$ cat src/rtl/pc_pkg.sv
`default_nettype none
// +----------------------------------------------------------------------+
// | pc_pkg: PC operation encoding, priority select and stack-depth sizing |
// | Rev 1.0                                                              |
// +----------------------------------------------------------------------+
package pc_pkg;

    typedef enum logic [2:0] {
        PC_INC  = 3'd0,
        PC_REL  = 3'd1,
        PC_ABS  = 3'd2,
        PC_CALL = 3'd3,
        PC_RET  = 3'd4,
        PC_HOLD = 3'd5
    } pc_op_e;

    // Fixed priority: stall > ret > call > abs > rel > increment.
    function automatic pc_op_e pc_sel(
        input logic stall,
        input logic ret_en,
        input logic call_en,
        input logic absjump_en,
        input logic reljump_en
    );
        if (stall)           return PC_HOLD;
        else if (ret_en)     return PC_RET;
        else if (call_en)    return PC_CALL;
        else if (absjump_en) return PC_ABS;
        else if (reljump_en) return PC_REL;
        else                 return PC_INC;
    endfunction

    // Width needed to count 0..depth inclusive.
    function automatic int depth_w(input int depth);
        return $clog2(depth) + 1;
    endfunction

endpackage
`default_nettype wire

$ cat src/rtl/ret_stack.sv
`default_nettype none
// +----------------------------------------------------------------------+
// | ret_stack: LIFO return-address array with depth pointer and flags    |
// | Rev 1.0                                                              |
// +----------------------------------------------------------------------+
module ret_stack
    import pc_pkg::*;
#(
    parameter int WIDTH = 12,
    parameter int DEPTH = 4
) (
    input  logic                        clk,
    input  logic                        reset,
    input  logic                        push,
    input  logic                        pop,
    input  logic [WIDTH-1:0]            push_data,
    output logic [WIDTH-1:0]            top_data,
    output logic [depth_w(DEPTH)-1:0]   depth,
    output logic                        full,
    output logic                        empty
);

    localparam int c_aw = $clog2(DEPTH);
    localparam int c_dw = depth_w(DEPTH);

    logic [WIDTH-1:0] r_mem [DEPTH];
    logic [c_dw-1:0]  r_depth;
    logic             w_push;
    logic             w_pop;
    logic [c_aw-1:0]  w_top_ptr;

    assign full   = (r_depth == c_dw'(DEPTH));
    assign empty  = (r_depth == '0);
    assign w_push = push & ~full;
    assign w_pop  = pop & ~empty;

    // Low bits of a full count are zero, so the decrement wraps to DEPTH-1.
    assign w_top_ptr = r_depth[c_aw-1:0] - c_aw'(1);
    assign top_data  = r_mem[w_top_ptr];
    assign depth     = r_depth;

    always_ff @(posedge clk or posedge reset) begin
        if (reset) begin
            r_depth <= '0;
        end else if (w_push) begin
            r_depth <= r_depth + c_dw'(1);
        end else if (w_pop) begin
            r_depth <= r_depth - c_dw'(1);
        end
    end

    // Contents are don't-care after reset, so the array carries no reset.
    always_ff @(posedge clk) begin
        if (w_push) begin
            r_mem[r_depth[c_aw-1:0]] <= push_data;
        end
    end

endmodule
`default_nettype wire

$ cat src/rtl/pc_stack.sv
`default_nettype none
// +----------------------------------------------------------------------+
// | pc_stack: program counter with return stack, stall and sticky errors |
// | Rev 1.0                                                              |
// +----------------------------------------------------------------------+
module pc_stack
    import pc_pkg::*;
#(
    parameter int WIDTH = 12,
    parameter int OFFW  = 8,
    parameter int DEPTH = 4
) (
    input  logic                        clk,
    input  logic                        reset,
    input  logic                        stall,
    input  logic                        reljump_en,
    input  logic                        absjump_en,
    input  logic                        call_en,
    input  logic                        ret_en,
    input  logic                        err_clr,
    input  logic [OFFW-1:0]             offset,
    input  logic [WIDTH-1:0]            target,
    output logic [WIDTH-1:0]            prog_ctr,
    output logic [depth_w(DEPTH)-1:0]   ret_depth,
    output logic                        stack_full,
    output logic                        stack_empty,
    output logic                        overflow,
    output logic                        underflow
);

    pc_op_e           w_op;
    logic [WIDTH-1:0] r_pc;
    logic [WIDTH-1:0] w_pc_inc;
    logic [WIDTH-1:0] w_off_ext;
    logic [WIDTH-1:0] w_top;
    logic [WIDTH-1:0] w_pc_next;
    logic             w_push;
    logic             w_pop;
    logic             w_full;
    logic             w_empty;
    logic             r_overflow;
    logic             r_underflow;

    assign w_op      = pc_sel(stall, ret_en, call_en, absjump_en, reljump_en);
    assign w_pc_inc  = r_pc + WIDTH'(1);
    assign w_off_ext = WIDTH'($signed(offset));
    assign w_push    = (w_op == PC_CALL);
    assign w_pop     = (w_op == PC_RET);

    ret_stack #(
        .WIDTH (WIDTH),
        .DEPTH (DEPTH)
    ) u_ret_stack (
        .clk       (clk),
        .reset     (reset),
        .push      (w_push),
        .pop       (w_pop),
        .push_data (w_pc_inc),
        .top_data  (w_top),
        .depth     (ret_depth),
        .full      (w_full),
        .empty     (w_empty)
    );

    always_comb begin
        w_pc_next = w_pc_inc;
        case (w_op)
            PC_HOLD: w_pc_next = r_pc;
            PC_RET:  w_pc_next = w_empty ? w_pc_inc : w_top;
            PC_CALL: w_pc_next = target;
            PC_ABS:  w_pc_next = target;
            PC_REL:  w_pc_next = r_pc + w_off_ext;
            default: w_pc_next = w_pc_inc;
        endcase
    end

    // A fresh error in the same cycle as err_clr keeps the flag set.
    always_ff @(posedge clk or posedge reset) begin
        if (reset) begin
            r_pc        <= '0;
            r_overflow  <= 1'b0;
            r_underflow <= 1'b0;
        end else begin
            r_pc <= w_pc_next;
            if (w_op != PC_HOLD) begin
                r_overflow  <= (w_push & w_full)  | (r_overflow  & ~err_clr);
                r_underflow <= (w_pop  & w_empty) | (r_underflow & ~err_clr);
            end
        end
    end

    assign prog_ctr    = r_pc;
    assign stack_full  = w_full;
    assign stack_empty = w_empty;
    assign overflow    = r_overflow;
    assign underflow   = r_underflow;

endmodule
`default_nettype wire

$ cat config.mk
export PLATFORM = sky130hd
export DESIGN_NAME = pc_stack
export DESIGN_NICKNAME = d
export VERILOG_FILES = /design/src/rtl/pc_pkg.sv /design/src/rtl/ret_stack.sv /design/src/rtl/pc_stack.sv
export SDC_FILE = /design/constraint.sdc
export NUM_CORES = 1
export LEC_CHECK = 0
export BUFFER_PORTS_ARGS = -buffer_cell sky130_fd_sc_hd__buf_2
export CORE_ASPECT_RATIO = 1.25
export CORE_MARGIN = 2
export CORE_UTILIZATION = 54
export CTS_CLUSTER_DIAMETER = 100
export DETAILED_ROUTE_END_ITERATION = 10
export PLACE_DENSITY = 0.87
export SLEW_MARGIN = 10
export SYNTH_ARGS = -nofsm -noshare
export SYNTH_HDL_FRONTEND = slang
export SYNTH_SLANG_ARGS = --single-unit
$ cat constraint.sdc
create_clock -name clk -period 5.5 [get_ports clk]
set_input_delay 0.825 -clock clk [delete_from_list [all_inputs] [get_ports clk]]
set_output_delay 0.825 -clock clk [all_outputs]
set_load 0.005 [all_outputs]
==> results.md <==
- Skew-Pair Late Insertion Delay: around 0.34 ns
- Antenna violations before repair: 0
- HP Class: reg2reg
- Top cell type's share of synthesized area: between 40% and 50%
- Number of flops mapped to enable cells by yosys: 48
- Max_slew headroom: between 20% and 30%
- Cts hold-fix bufs: 0
- #FFs+latches synth: 65
- Max-cap violation count: 0
- Top cells by area, synth: edfxtp_1, dfrtp_1, mux4_2
- Ys async rst share: 26.2%
- Layout cells sized above 1: 23.0%
- Area growth syn-to-layout: 14.8%
- N_diodes: 0
- Leakage power: around 1.6 nW
- DR pass1 iterations: 6
- Yosys warning total: 0
- Resized cells post-CTS: 0
- Critical Path AT: 3.20 ns
- Cells after Synth: around 280
- DRT Wirelength: 8370 µm
- Final max-slew violation count: 0
- Multi-input gate area: 0.00159 mm²
- Post-synthesis net count: 330
- CP endpoint kind: flop
- Final Cell Area: between 0.004 and 0.005 mm²
- Final #Nets: roughly 380
- Hpwl dp: just over 6000 µm
- Final Setup Violations: 0
- Starting Density: roughly 55%
- CP max FO: 18
- GPL Wtd Cong: approximately 0.96
- Num ports: 47
- Tmin final: 3.00 ns
- TritonCTS clock tree: yes
- Highest Clock Rate: around 330 MHz
- Filler cells: approximately 510
- Post-synth cell types: 60
- Total CTS buffers: 9
- Post-DP Area: just under 0.004 mm²
- Fin. Hold Viols: 0
- Die Ht: around 95 µm
- Setup TNS: 0 ns
- Initial drt markers: around 150
- Dpl cells: ~410
- Synth area leader: edfxtp_1
- Max clock buf depth: 2
- TritonCTS Sinks: 65
- Vias per cell: 6.34
- Rows: 33
- Crit path kind: reg2reg
- First-pass GRT wire length: 13400 µm
- Final period util: 54.5%
- Post-Syn Area: approximately 0.0036 mm²
- Clock-pin transition on the worst setup and hold timing paths: around 0.080 ns
- Worst Skew: approximately 0.0084 ns
- WL per Instance: just under 20 µm
- Seq/Total Area, Yosys: about half
- CP startpoint kind: flop
- H-tree depth: 3
- Overall Global Routing Usage: about 24%
- Syn_area_per_cell: approximately 13 µm²
- Setup bufs post-CTS: 0
- Setup Slack @ Placement: approximately 2.5 ns
- Slew @ Worst Pin: between 1 and 1.5 ns
- Register area: between 0.0015 and 0.002 mm²
- Synth Flop Type: edfxtp_1
- Largest net degree at the start of global routing: 26
- Root buffer cell: clkbuf_8
- Input/output buffers: 46
- Vias in the first global route: between 2000 and 3000
- Grt ovf: 0
- Hold Path Stages: 1
- Unrepaired setup endpoints after global routing: false
- PwrDens: 479 mW/mm²
- Worst R2R Path Depth: 6
- Final setup margin: around 2.5 ns
- Final cell count without fillers: about 420
- VDD IR-drop max: 0.193 mV
- Outcome: complete, no violations
- Core ar.: 0.00648 mm²
- Die W: between 70 and 80 µm
- Worst EP required: 5.70 ns
- Antenna Nets Post-Route: 0
- DRC errors left: 0
- Die area: around 0.0073 mm²
- DR vias: ~2700
-- logic make-up (layout without fill, tap and decap cells) --
kind of cell	after synthesis	in the layout	share of synthesized area, %
buf+inv	30	81	3.90
compound gates	64	64	13.5
mux	15	15	8.60
flops	65	65	51.9
fa+ha+maj	18	18	6.68
simple gates	75	75	11.2
xor+xnor	17	17	4.14
-- power by group --
group	internal (W)	switching (W)
logic	0.000334	0.000372
registers	0.000634	0.000110
clock network	0.000343	0.000182
-- final timing paths --
check / start / endpoint / slack, ns
worst max-delay path: u_ret_stack.depth[0] / prog_ctr[10] / 2.50
worst min-delay path: underflow / underflow / 0.48
worst max register to register: u_ret_stack.depth[0] / prog_ctr[10] / 2.50
worst min register to register: underflow / underflow / 0.48
max in group asynchronous: reset / prog_ctr[4] / 4.49
min in group asynchronous: reset / underflow / 0.57
-- metrics by stage --
| step | hold slack [ns] | utilization [%] | power [W] |
|---|---|---|---|
| 6_report | 0.477 | 63.7 | 0.00197 |
| 5_1_grt | 0.510 | 63.7 | 0.00209 |
| 4_1_cts | 0.478 | 63.6 | 0.00198 |
| 3_5_place_dp | 0.461 | 59.6 | 0.00145 |
| 3_3_place_gp | 0.456 | 59.6 | 0.00141 |
| 2_1_floorplan | 0.470 | - | 0.00126 |
-- flip-flops by register name (all words and copies together), names as in the netlist --
signal             count
u_ret_stack.r_mem     48
underflow              1
overflow               1
u_ret_stack.depth      3
prog_ctr              12
-- cells in the mapped netlist (all sizes together) (8+ instances only) --
library cell	n
dfrtp	17
edfxtp	48
a21oi	9
inv	19
xnor2	11
nand2	17
nor2	13
ha	16
mux4	12
nand3	9
o21ai	8
-- layer usage --
| layer | track usage, % | share of wire (%) | vias to the layer above |
|---|---|---|---|
| met2 | 44.7 | 54 | 127 |
| li1 | - | - | 1208 |
| met4 | 15.9 | 2.6 | 0 |
| met3 | 4.26 | 5.4 | 24 |
| met5 | 0 | 0 | - |
| met1 | 26.2 | 38 | 1316 |
-- layout make-up --
| type | instances | share of cell area (%) |
|---|---|---|
| Multi-Input combinational cell | 189 | 38.6 |
| Inverter | 19 | 1.73 |
| Clock buffer | 9 | 3.00 |
| Clock inverter | 7 | 3.21 |
| Timing Repair Buffer | 46 | 5.58 |
| Sequential cell | 65 | 45.2 |
| Tap cell | 87 | 2.64 |
-- cell usage in the layout (no fill, tap or decap), types with 6 or more instances in the layout --
master	count
a21oi_1	9
dfrtp_1	17
ha_1	16
nand3_1	9
nor2_1	13
a21o_1	6
mux4_2	10
buf_2	46
edfxtp_1	48
nand2_1	17
inv_1	18
a221o_1	6
and2_1	6
xnor2_1	11
clkbuf_8	9
xor2_1	6
-- worst max-delay path, stage by stage (launching register included) --
cell,delay [ns]
dfrtp_1,0.98
inv_1,0.16
ha_1,0.69
mux4_2,0.40
a221o_1,0.33
o22ai_1,0.18
o31ai_1,0.11
No activity file was read; power rests on OpenSTA's default activity.
